--- src/rtl/mmsr_pkg.sv ---
// Shared encodings, CRC constants and FSM state type for
// the 802.3br preemptable receive path.
package mmsr_pkg;

    localparam logic [7:0] PRE_B = 8'h55;
    localparam logic [7:0] SFD_B = 8'hD5;

    // Index n of each packed array is the encoding for n.
    localparam logic [3:0][7:0] SMD_S =
        {8'hB3, 8'h7F, 8'h4C, 8'hE6};
    localparam logic [3:0][7:0] SMD_C =
        {8'h9E, 8'h2A, 8'h52, 8'h61};
    localparam logic [3:0][7:0] FRAG_CNT_B =
        {8'hB3, 8'h7F, 8'h4C, 8'hE6};

    localparam logic [31:0] CRC_INIT = 32'hFFFF_FFFF;
    localparam logic [31:0] CRC_POLY = 32'hEDB8_8320;
    // Register value after running a frame plus its FCS.
    localparam logic [31:0] FCS_RESIDUE = 32'hDEBB_20E3;
    localparam logic [31:0] MCRC_XOR = 32'h0000_FFFF;

    typedef enum logic [2:0] {
        ST_IDLE,
        ST_PREAMBLE,
        ST_FRAG_CNT,
        ST_DATA,
        ST_FLUSH,
        ST_DISCARD,
        ST_ABORT
    } state_e;

    typedef enum logic [1:0] {
        B_PRE,
        B_SMDS,
        B_SMDC,
        B_OTHER
    } byte_kind_e;

    typedef struct packed {
        byte_kind_e kind;
        logic [1:0] idx;
    } smd_t;

    function automatic smd_t smd_decode(input logic [7:0] b);
        smd_t r;
        r.kind = B_OTHER;
        r.idx  = 2'd0;
        if (b == PRE_B) r.kind = B_PRE;
        for (int i = 0; i < 4; i++) begin
            if (b == SMD_S[i]) begin
                r.kind = B_SMDS;
                r.idx  = 2'(i);
            end
            if (b == SMD_C[i]) begin
                r.kind = B_SMDC;
                r.idx  = 2'(i);
            end
        end
        return r;
    endfunction

endpackage

--- src/rtl/mmsr_crc32_byte.sv ---
// Reflected CRC-32, one byte per clock, with
// synchronous init and update enable.
module mmsr_crc32_byte
    import mmsr_pkg::*;
(
    input  logic        clk,
    input  logic        reset_begin,
    input  logic        init,
    input  logic        en,
    input  logic [7:0]  data,
    output logic [31:0] crc
);

    logic [31:0] nxt;

    always_comb begin
        nxt = crc ^ {24'h0, data};
        for (int i = 0; i < 8; i++) begin
            nxt = nxt[0] ? ((nxt >> 1) ^ CRC_POLY)
                         : (nxt >> 1);
        end
    end

    always_ff @(posedge clk) begin
        if (reset_begin)  crc <= CRC_INIT;
        else if (init)    crc <= CRC_INIT;
        else if (en)      crc <= nxt;
    end

endmodule

--- src/rtl/mmsr_preempt_rx_proc.sv ---
// pMAC-side receive: SMD-S/SMD-C handling, fragment checks
// and reassembly into one continuous pRX_DV frame.
module mmsr_preempt_rx_proc
    import mmsr_pkg::*;
#(
    parameter int MIN_FRAG_BYTES = 64,
    parameter int CNT_W          = 11
) (
    input  logic       clk,
    input  logic       reset_begin,
    input  logic       rRxDv,
    input  logic       rByteReady,
    input  logic [7:0] rRX_DATA,
    output logic       pRX_DV,
    output logic       pRX_VALID,
    output logic [7:0] pRX_DATA,
    output logic       pRX_ER,
    output logic       frame_active
);

    localparam logic [CNT_W-1:0] MIN_CNT =
        CNT_W'(MIN_FRAG_BYTES);

    state_e state, state_nxt;
    smd_t   sd;

    logic [1:0]       frame_num, exp_frag, fc_idx;
    logic [CNT_W-1:0] cnt;
    logic [3:0][7:0]  hb;
    logic [2:0]       hb_n;
    logic [31:0]      crc, fcs, hb_word;
    logic             hb_full, fcs_hit, mcrc_hit;

    logic start, push, fcnt_ok, abort;
    logic frag_end, flush_pop, close, clr;

    assign sd      = smd_decode(rRX_DATA);
    assign hb_full = (hb_n == 3'd4);
    // hb[0] is the oldest byte, i.e. first on the wire.
    assign hb_word = {hb[0], hb[1], hb[2], hb[3]};
    assign fcs     = {~crc[7:0], ~crc[15:8],
                      ~crc[23:16], ~crc[31:24]};
    assign fcs_hit  = hb_full && (hb_word == fcs);
    assign mcrc_hit = hb_full
                   && (hb_word == (fcs ^ MCRC_XOR))
                   && (cnt >= MIN_CNT);
    // exp_frag counts closed fragments; the continuation
    // after fragment k carries frag_count k-1.
    assign fc_idx = exp_frag - 2'd1;

    mmsr_crc32_byte u_crc (
        .clk         (clk),
        .reset_begin (reset_begin),
        .init        (start),
        .en          (push && hb_full),
        .data        (hb[0]),
        .crc         (crc)
    );

    always_comb begin
        state_nxt = state;
        start     = 1'b0;
        push      = 1'b0;
        fcnt_ok   = 1'b0;
        abort     = 1'b0;
        frag_end  = 1'b0;
        flush_pop = 1'b0;
        close     = 1'b0;
        clr       = 1'b0;
        unique case (state)
            ST_IDLE: begin
                if (rRxDv) state_nxt = ST_PREAMBLE;
            end
            ST_PREAMBLE: begin
                if (rByteReady) begin
                    unique case (sd.kind)
                        B_PRE:  state_nxt = ST_PREAMBLE;
                        B_SMDS: begin
                            if (frame_active) abort = 1'b1;
                            else begin
                                start     = 1'b1;
                                state_nxt = ST_DATA;
                            end
                        end
                        B_SMDC: begin
                            if (!frame_active)
                                state_nxt = ST_DISCARD;
                            else if (sd.idx == frame_num)
                                state_nxt = ST_FRAG_CNT;
                            else
                                abort = 1'b1;
                        end
                        default: state_nxt = ST_DISCARD;
                    endcase
                end else if (!rRxDv) begin
                    state_nxt = ST_IDLE;
                end
            end
            ST_FRAG_CNT: begin
                if (rByteReady) begin
                    if (rRX_DATA == FRAG_CNT_B[fc_idx]) begin
                        fcnt_ok   = 1'b1;
                        state_nxt = ST_DATA;
                    end else begin
                        abort = 1'b1;
                    end
                end else if (!rRxDv) begin
                    abort = 1'b1;
                end
            end
            ST_DATA: begin
                if (rByteReady) begin
                    push = 1'b1;
                end else if (!rRxDv) begin
                    unique case (1'b1)
                        fcs_hit:  state_nxt = ST_FLUSH;
                        mcrc_hit: begin
                            frag_end  = 1'b1;
                            state_nxt = ST_IDLE;
                        end
                        default:  abort = 1'b1;
                    endcase
                end
            end
            ST_FLUSH: begin
                if (hb_n != 3'd0) begin
                    flush_pop = 1'b1;
                end else begin
                    close     = 1'b1;
                    state_nxt = ST_IDLE;
                end
            end
            ST_DISCARD: begin
                if (!rRxDv) state_nxt = ST_IDLE;
            end
            ST_ABORT: begin
                clr       = 1'b1;
                state_nxt = rRxDv ? ST_DISCARD : ST_IDLE;
            end
            default: state_nxt = ST_IDLE;
        endcase
        if (abort) state_nxt = ST_ABORT;
    end

    always_ff @(posedge clk) begin
        if (reset_begin) begin
            state        <= ST_IDLE;
            frame_num    <= 2'd0;
            exp_frag     <= 2'd0;
            cnt          <= '0;
            hb           <= '0;
            hb_n         <= 3'd0;
            pRX_DV       <= 1'b0;
            pRX_VALID    <= 1'b0;
            pRX_DATA     <= 8'h00;
            pRX_ER       <= 1'b0;
            frame_active <= 1'b0;
        end else begin
            state     <= state_nxt;
            pRX_VALID <= 1'b0;
            pRX_ER    <= 1'b0;
            if (start) begin
                frame_num    <= sd.idx;
                exp_frag     <= 2'd0;
                cnt          <= '0;
                hb_n         <= 3'd0;
                frame_active <= 1'b1;
                pRX_DV       <= 1'b1;
                pRX_VALID    <= 1'b1;
                pRX_DATA     <= SFD_B;
            end
            if (fcnt_ok) cnt <= '0;
            if (push) begin
                hb <= {rRX_DATA, hb[3:1]};
                if (cnt != '1) cnt <= cnt + CNT_W'(1);
                if (hb_full) begin
                    pRX_VALID <= 1'b1;
                    pRX_DATA  <= hb[0];
                end else begin
                    hb_n <= hb_n + 3'd1;
                end
            end
            if (flush_pop) begin
                hb        <= {8'h00, hb[3:1]};
                hb_n      <= hb_n - 3'd1;
                pRX_VALID <= 1'b1;
                pRX_DATA  <= hb[0];
            end
            if (frag_end) begin
                hb_n     <= 3'd0;
                exp_frag <= exp_frag + 2'd1;
            end
            if (close) begin
                pRX_DV       <= 1'b0;
                frame_active <= 1'b0;
            end
            if (abort) begin
                pRX_ER <= 1'b1;
                pRX_DV <= 1'b1;
            end
            if (clr) begin
                pRX_DV       <= 1'b0;
                frame_active <= 1'b0;
                hb_n         <= 3'd0;
                exp_frag     <= 2'd0;
            end
        end
    end

endmodule

--- config.mk ---
export PLATFORM = sky130hd
export DESIGN_NAME = mmsr_preempt_rx_proc
export DESIGN_NICKNAME = d
export VERILOG_FILES = /design/src/rtl/mmsr_pkg.sv /design/src/rtl/mmsr_crc32_byte.sv /design/src/rtl/mmsr_preempt_rx_proc.sv
export SDC_FILE = /design/constraint.sdc
export NUM_CORES = 1
export LEC_CHECK = 0
export ABC_AREA = 1
export CORE_ASPECT_RATIO = 0.7
export CORE_MARGIN = 1
export CORE_UTILIZATION = 64
export CTS_BUF_LIST = sky130_fd_sc_hd__clkbuf_4
export DETAILED_ROUTE_END_ITERATION = 10
export PLACE_DENSITY = 0.83
export SLEW_MARGIN = 40
export SYNTH_ARGS = -nofsm -noshare
export SYNTH_HDL_FRONTEND = slang
export SYNTH_SLANG_ARGS = --single-unit
--- constraint.sdc ---
create_clock -name clk -period 3.5 [get_ports clk]
set_clock_uncertainty 0.15 [all_clocks]
set_input_delay 0.525 -clock clk [delete_from_list [all_inputs] [get_ports clk]]
set_output_delay 0.525 -clock clk [all_outputs]
set_load 0.02 [all_outputs]
# --- Word-level counts from Yosys, hierarchy flattened ---
# Index checks and enable logic that the tools add are counted.
classes:
  order_cmp: 2
  addsub: 5
  bitwise: 14
  mux: 89
  n_eq_ne: 41
  reduce_logical: 19
op_table:
  columns: ["cell", "count"]
  rows:
  - ["$mux 32", 8]
  - ["$not 13->14", 8]
  - ["$eq 32x32->1", 2]
  - ["$mux 3", 17]
  - ["$mux 24", 2]
  - ["$mux 11", 4]
  - ["$eq 8x7->1 const B", 5]
  - ["$mux 8", 5]
  - ["$mux 1", 36]
  - ["$mux 4", 8]
  - ["$not 8->8", 4]
  - ["$xor 32x8->32", 1]
  - ["$eq 8x8->1 const B", 3]
  - ["$ne 3x3->1 const B", 7]
  - ["$pmux 3 s7", 1]
  - ["$reduce_and 9->1", 2]
  - ["$bmux 8 s2", 1]
  - ["$not 16->16", 1]
  - ["$eq 3x3->1 const B", 4]
  - ["$ne 2x2->1 const B", 6]
  - ["$add 11x1->11 const B", 1]
  - ["$ge 11x7->1 const B", 1]
  - ["$ne 11x11->1 const B", 1]
  - ["$ne 5x5->1 const B", 2]
  - ["26 further kinds", 40]
word_totals:
  ff_bits: 97
  in_bits: 12
  elab_cells: 186
  out_inout_bits: 12

# --- Depth between registers and ports, before layout ---
depth:
  word_depth: 18
  depth_mapped: 19
  ltp_nobuf: 19

# --- Hierarchy ---
# A second synthesis with hierarchy kept.
unflattened:
  cells_unflattened: 975
  area_unflattened_um2: 6281.0
modules_own_cells:
  columns: ["module", "seq_area_each_um2", "area_each_um2", "n_inst", "cells_per_inst"]
  rows:
  - ["mmsr_preempt_rx_proc", 1301.2, 4037.6, 1, 651]
  - ["mmsr_crc32_byte", 640.6, 2243.4, 1, 324]

# --- Worst setup path before layout ---
# OpenSTA, ideal clock, no wires.
synth_timing:
  path_kind: "input port to flip-flop"
  startpoint: "input port rRX_DATA[6]"
  endpoint: "register u_crc.crc[0]"
  setup_time_ns: 0.142
  required_ns: 3.208
  path_buffers: 2
  arrival_ns: 2.404
  path_slack_ns: 0.805
  cell_stages: 15
  cell_sequence: "nand2_1 inv_1 nand4_1 nand2_1 nor2_1 nand2_1 nor2_1 inv_1 ha_1 inv_1 nor3_2 nor2_1 clkbuf_1 clkbuf_1 o211ai_1"
synth_between:
  elab_chain_len: 15
  elab_cells_between_ends: 23
  cone_classes: "eq/ne: 10; mux: 12; reduce/logical: 1"
synth_lines:
  columns: ["item", "line_no", "text"]
  rows:
  - ["start, declared", "mmsr_preempt_rx_proc.sv:13", "input logic [7:0] rRX_DATA,"]
  - ["$eq 8x7->1", "mmsr_pkg.sv:48", "if (b == PRE_B) r.kind = B_PRE;"]
  - ["$mux 2", "mmsr_pkg.sv:48", null]
  - ["$mux 4", "mmsr_pkg.sv:50", "if (b == SMD_S[i]) begin"]
  - ["$mux 4", "mmsr_pkg.sv:54", "if (b == SMD_C[i]) begin"]
  - ["$mux 4", "mmsr_pkg.sv:50", null]
  - ["$mux 4", "mmsr_pkg.sv:54", null]
  - ["$mux 4", "mmsr_pkg.sv:50", null]
  - ["$mux 4", "mmsr_pkg.sv:54", null]
  - ["$mux 4", "mmsr_pkg.sv:50", null]
  - ["$mux 4 *", "mmsr_pkg.sv:54", null]
  - ["$eq 2x1->1 *", "mmsr_preempt_rx_proc.sv:76", "unique case (sd.kind)"]
  - ["$mux 1 *", "mmsr_preempt_rx_proc.sv:76", null]
  - ["$mux 1 *", "mmsr_preempt_rx_proc.sv:75", "if (rByteReady) begin"]
  - ["$mux 1 *", "mmsr_preempt_rx_proc.sv:70", "unique case (state)"]
  - ["$reduce_or 2->1 (no line) *", null, null]
  - ["end signal, assigned", "mmsr_crc32_byte.sv:27", "else if (en) crc <= nxt;"]
  - ["end, declared", "mmsr_crc32_byte.sv:11", "output logic [31:0] crc"]
# Mark *: on every way between the ends. The rest lies on a longest branch, timed or not.
# A chain may end at the register's enable or synchronous reset.

# --- Worst setup path in the final report ---
layout_timing:
  startpoint: "input port rRX_DATA[7]"
  endpoint: "register cnt[8]"
layout_between:
  elab_chain_len: 18
  elab_cells_between_ends: 30
  cone_classes: "eq/ne: 11; mux: 19"
layout_lines:
  columns: ["item", "line_no", "text"]
  rows:
  - ["$eq 8x7->1", "mmsr_pkg.sv:48", null]
  - ["$mux 2", "mmsr_pkg.sv:48", null]
  - ["$mux 4", "mmsr_pkg.sv:50", null]
  - ["$mux 4", "mmsr_pkg.sv:54", null]
  - ["$mux 4", "mmsr_pkg.sv:50", null]
  - ["$mux 4", "mmsr_pkg.sv:54", null]
  - ["$mux 4", "mmsr_pkg.sv:50", null]
  - ["$mux 4", "mmsr_pkg.sv:54", null]
  - ["[... 2 more ...]", null, null]
  - ["$eq 2x1->1", "mmsr_preempt_rx_proc.sv:76", null]
  - ["$mux 1", "mmsr_preempt_rx_proc.sv:76", null]
  - ["$mux 1", "mmsr_preempt_rx_proc.sv:75", null]
  - ["$mux 1", "mmsr_preempt_rx_proc.sv:70", null]
  - ["$mux 11", "mmsr_preempt_rx_proc.sv:162", "if (start) begin"]
  - ["$mux 11 *", "mmsr_preempt_rx_proc.sv:172", "if (fcnt_ok) cnt <= '0;"]
  - ["$mux 11", "mmsr_preempt_rx_proc.sv:175", "if (cnt != '1) cnt <= cnt + CNT_W'(1);"]
  - ["$mux 11 *", "mmsr_preempt_rx_proc.sv:173", "if (push) begin"]
  - ["end signal, assigned", "mmsr_preempt_rx_proc.sv:175", null]
  - ["end, declared", "mmsr_preempt_rx_proc.sv:28", "logic [CNT_W-1:0] cnt;"]
# Marked as above.

==> results.ini <==
[floorplanning]
die_h_um=83.0
io-pin-count=24
die-area_sq_mm=0.00976
rows=29
start_util_pct=66.1
fp.dieW_um=118
core-area_sq_mm=0.00907

[drt]
drt-initial-drc-count=549
drc=0
vias=5890
first_pass_iters=5
vias_per_cell=5.67
ant_nets=0
routedWlPerCell_um=15.5
drt_wl_total_um=16100

[synth]
synth_top_cell_by_area=dfxtp_1
yosys_warnings=0
synth_top_area_share_pct=32.4
ys_seq_elements=97
ys.flop_type=dfxtp_1
synthCells=885
synth-edff-count=0
postSynthAreaPerCell_sq_um=6.77
synth_area_sq_mm=0.00599
ys_async_sr_fraction_pct=0
synthTopCellsByArea=dfxtp_1 (32%), nand2_1 (15%), inv_1 (5.9%), xor2_1 (5.6%), nor2_1 (5.4%)
yosysSeqAreaShare_pct=32.4
ys_types=47
syn_nets=911

[job]
maxCapViolCount=0

[status]
status=finished, final reports clean

[layout]
regArea_sq_mm=0.00194
finalNonFillerCells=1039
multi_input_area_sq_mm=0.00351
fillers=758
drive_gt1_share_pct=7.32
utilization_pct=72.3
final_area_sq_mm=0.00656
antenna_cells=0
areaGrowthSynthToFinish_pct=9.46
nets=936

[timing]
tightest_slew_ps=512
rsz0062_at_grt=false
hold_ws_ps=343
slew_headroom_pct=65.6
hold_viol_final=0
drv_slew=0
timing.fmax_mhz=318
setup_viol_count_final=0
fin_crit_sh_pct=89.7
fin_crit_ps=3140

[clocking]
cts.sinks=97
cts_tree=yes
cts_made_buffers=9
clock_latency_ps=480
cts_root_buf=clkbuf_4
post_cts_buffers=0
path_clk_slew_ps=170
cts_hold_buf=0
cts_resized=0
ctsLongestPathBuffers=2
htreeDepth=3

[power_and_ir_drop]
p_comb_share_pct=5.7
seqPwrFrac_pct=58.7
p_per_area_mw_per_mm2=289
intPower_uw=1380
swShare_pct=27.1
switching_power_uw=515
ir_worst_vdd_mv=0.273
clockPowerShare_pct=35.6
p_leak_uw=0.00300

[placed_design]
dp_cells=1023
port_buffers=23
gp_congestion=0.949
dpl.hpwl_um=12200
placed_cell_area_sq_mm=0.00640

[global_route]
grt_max_degree=42
antenna_found_initial=0
grt_pass1_wl_um=26900
grt_pass1_vias=5598
track_usage_pct=34.1
grt_overflow=0

[worst_hold_path]
holdPathEnd=pRX_DATA[3]
hold_depth=2
hp-start=pRX_DATA[3]
hold_class=reg -> reg

[critical_path]
r2r_cells=14
worstSetupPathType=in -> reg
critical_path_arrival_ps=3350
cp_max_fo=6
r2r_slack_ps=740
reg2reg_from=hb[5]
required_ps=3710
r2r-end=state[2]
crit_path_end_kind=flop
crit_path_start_kind=primary input

==> synthesized netlist by cell type, drive strengths merged (3+ instances only) <==
cell	number
o22ai	3
nand3	40
clkbuf	20
clkinv	5
or2	8
xor2	45
dfxtp	97
o211ai	24
nor2	88
inv	111
nand2	237
a21oi	52
ha	14
a211oi	13
buf	5
xnor2	24
a31oi	4
o21ai	53
nor3	12
nor4	4
nand4	9
==> critical path, cell delays in order <==
cell and delay [ps]:
clkdlybuf4s50_1 590, inv_1 80, nor2_1 280, nand3_1 120
nand2_1 70, nor2_1 40, nand2_1 60, nor2_1 70
inv_1 100, ha_1 210, inv_1 70, nor3_2 370
inv_2 120, nand2_1 200, inv_2 80, nand2_1 90
nor2_1 70, o21ai_1 140, a21oi_1 80
==> metrics by stage <==
stage	power [uW]	setup slack [ps]	setup TNS (ps)
finish	1900	359	0
global placement	1240	124	0
global route	1960	66.0	0
floorplan	1200	805	0
CTS	1900	423	0
detailed placement	1240	-56.5	-150
==> placed cells by master (no fill, tap or decap), drive strengths merged, types with 14 or more instances in the layout <==
cell type / count
o21ai: 53
nor2: 88
nand2: 237
nand3: 40
xor2: 45
a21oi: 52
buf: 16
dfxtp: 97
ha: 14
xnor2: 24
inv: 114
o211ai: 24
clkdlybuf4s50: 23
==> per-layer routing <==
layer  wire (um)  vias to the layer above  GRT usage (%)  part of all wire, %
li1            -                     2904              -                    -
met1        7770                     2692           49.8                   48
met2        6610                      266           50.8                   41
met3        1460                       28           7.49                  9.1
met4         224                        0           8.39                  1.4
met5           0                        -              0                    0
==> state kept, by name, indices dropped and copies added (netlist names) <==
signal,cells
cnt,11
exp_frag,2
frame_active,1
frame_num,2
hb,32
hb_n,3
pRX_DATA,8
pRX_DV,1
pRX_ER,1
pRX_VALID,1
state,3
u_crc.crc,32
==> worst max path at each step <==
stage,slack (ps),cells past startpoint,from,end
floorplan,800,15,rRX_DATA[6],u_crc.crc[0]
global placement,120,19,rRX_DATA[7],cnt[4]
detailed placement,-60,19,rRX_DATA[7],cnt[8]
CTS,420,19,rRX_DATA[7],cnt[7]
global route,70,19,rRX_DATA[7],cnt[8]
finish,360,19,rRX_DATA[7],cnt[8]
==> power by group through the flow <==
stage          Clock (uW)  Sequential, uW  Combinational [uW]
2_1_floorplan           0            1140                63.1
3_3_place_gp            0            1140                 104
3_5_place_dp            0            1140                 105
4_1_cts               679            1110                 106
5_1_grt               721            1120                 120
6_report              675            1110                 108
==> area by class of cell <==
type                    instances  area share [%]
flip-flops and latches         97            29.6
multi-input cells             647            53.5
clock buffers                   9            1.03
clock inverters                 7            1.43
repair buffers                 39            5.34
well taps                     124            2.36
inverters                     116            6.71
==> cell families after synthesis <==
logic type | Yosys count | share of synthesized area (%)
AOI/OAI and AO/OA | 162 | 16.3
buffers and inverters | 141 | 9.06
and+or+nand+nor | 402 | 27.7
DFF | 97 | 32.4
xor gates and xnor gates | 69 | 11.6
adders and majority gates | 14 | 2.92
No activity file was read; power rests on OpenSTA's default activity.
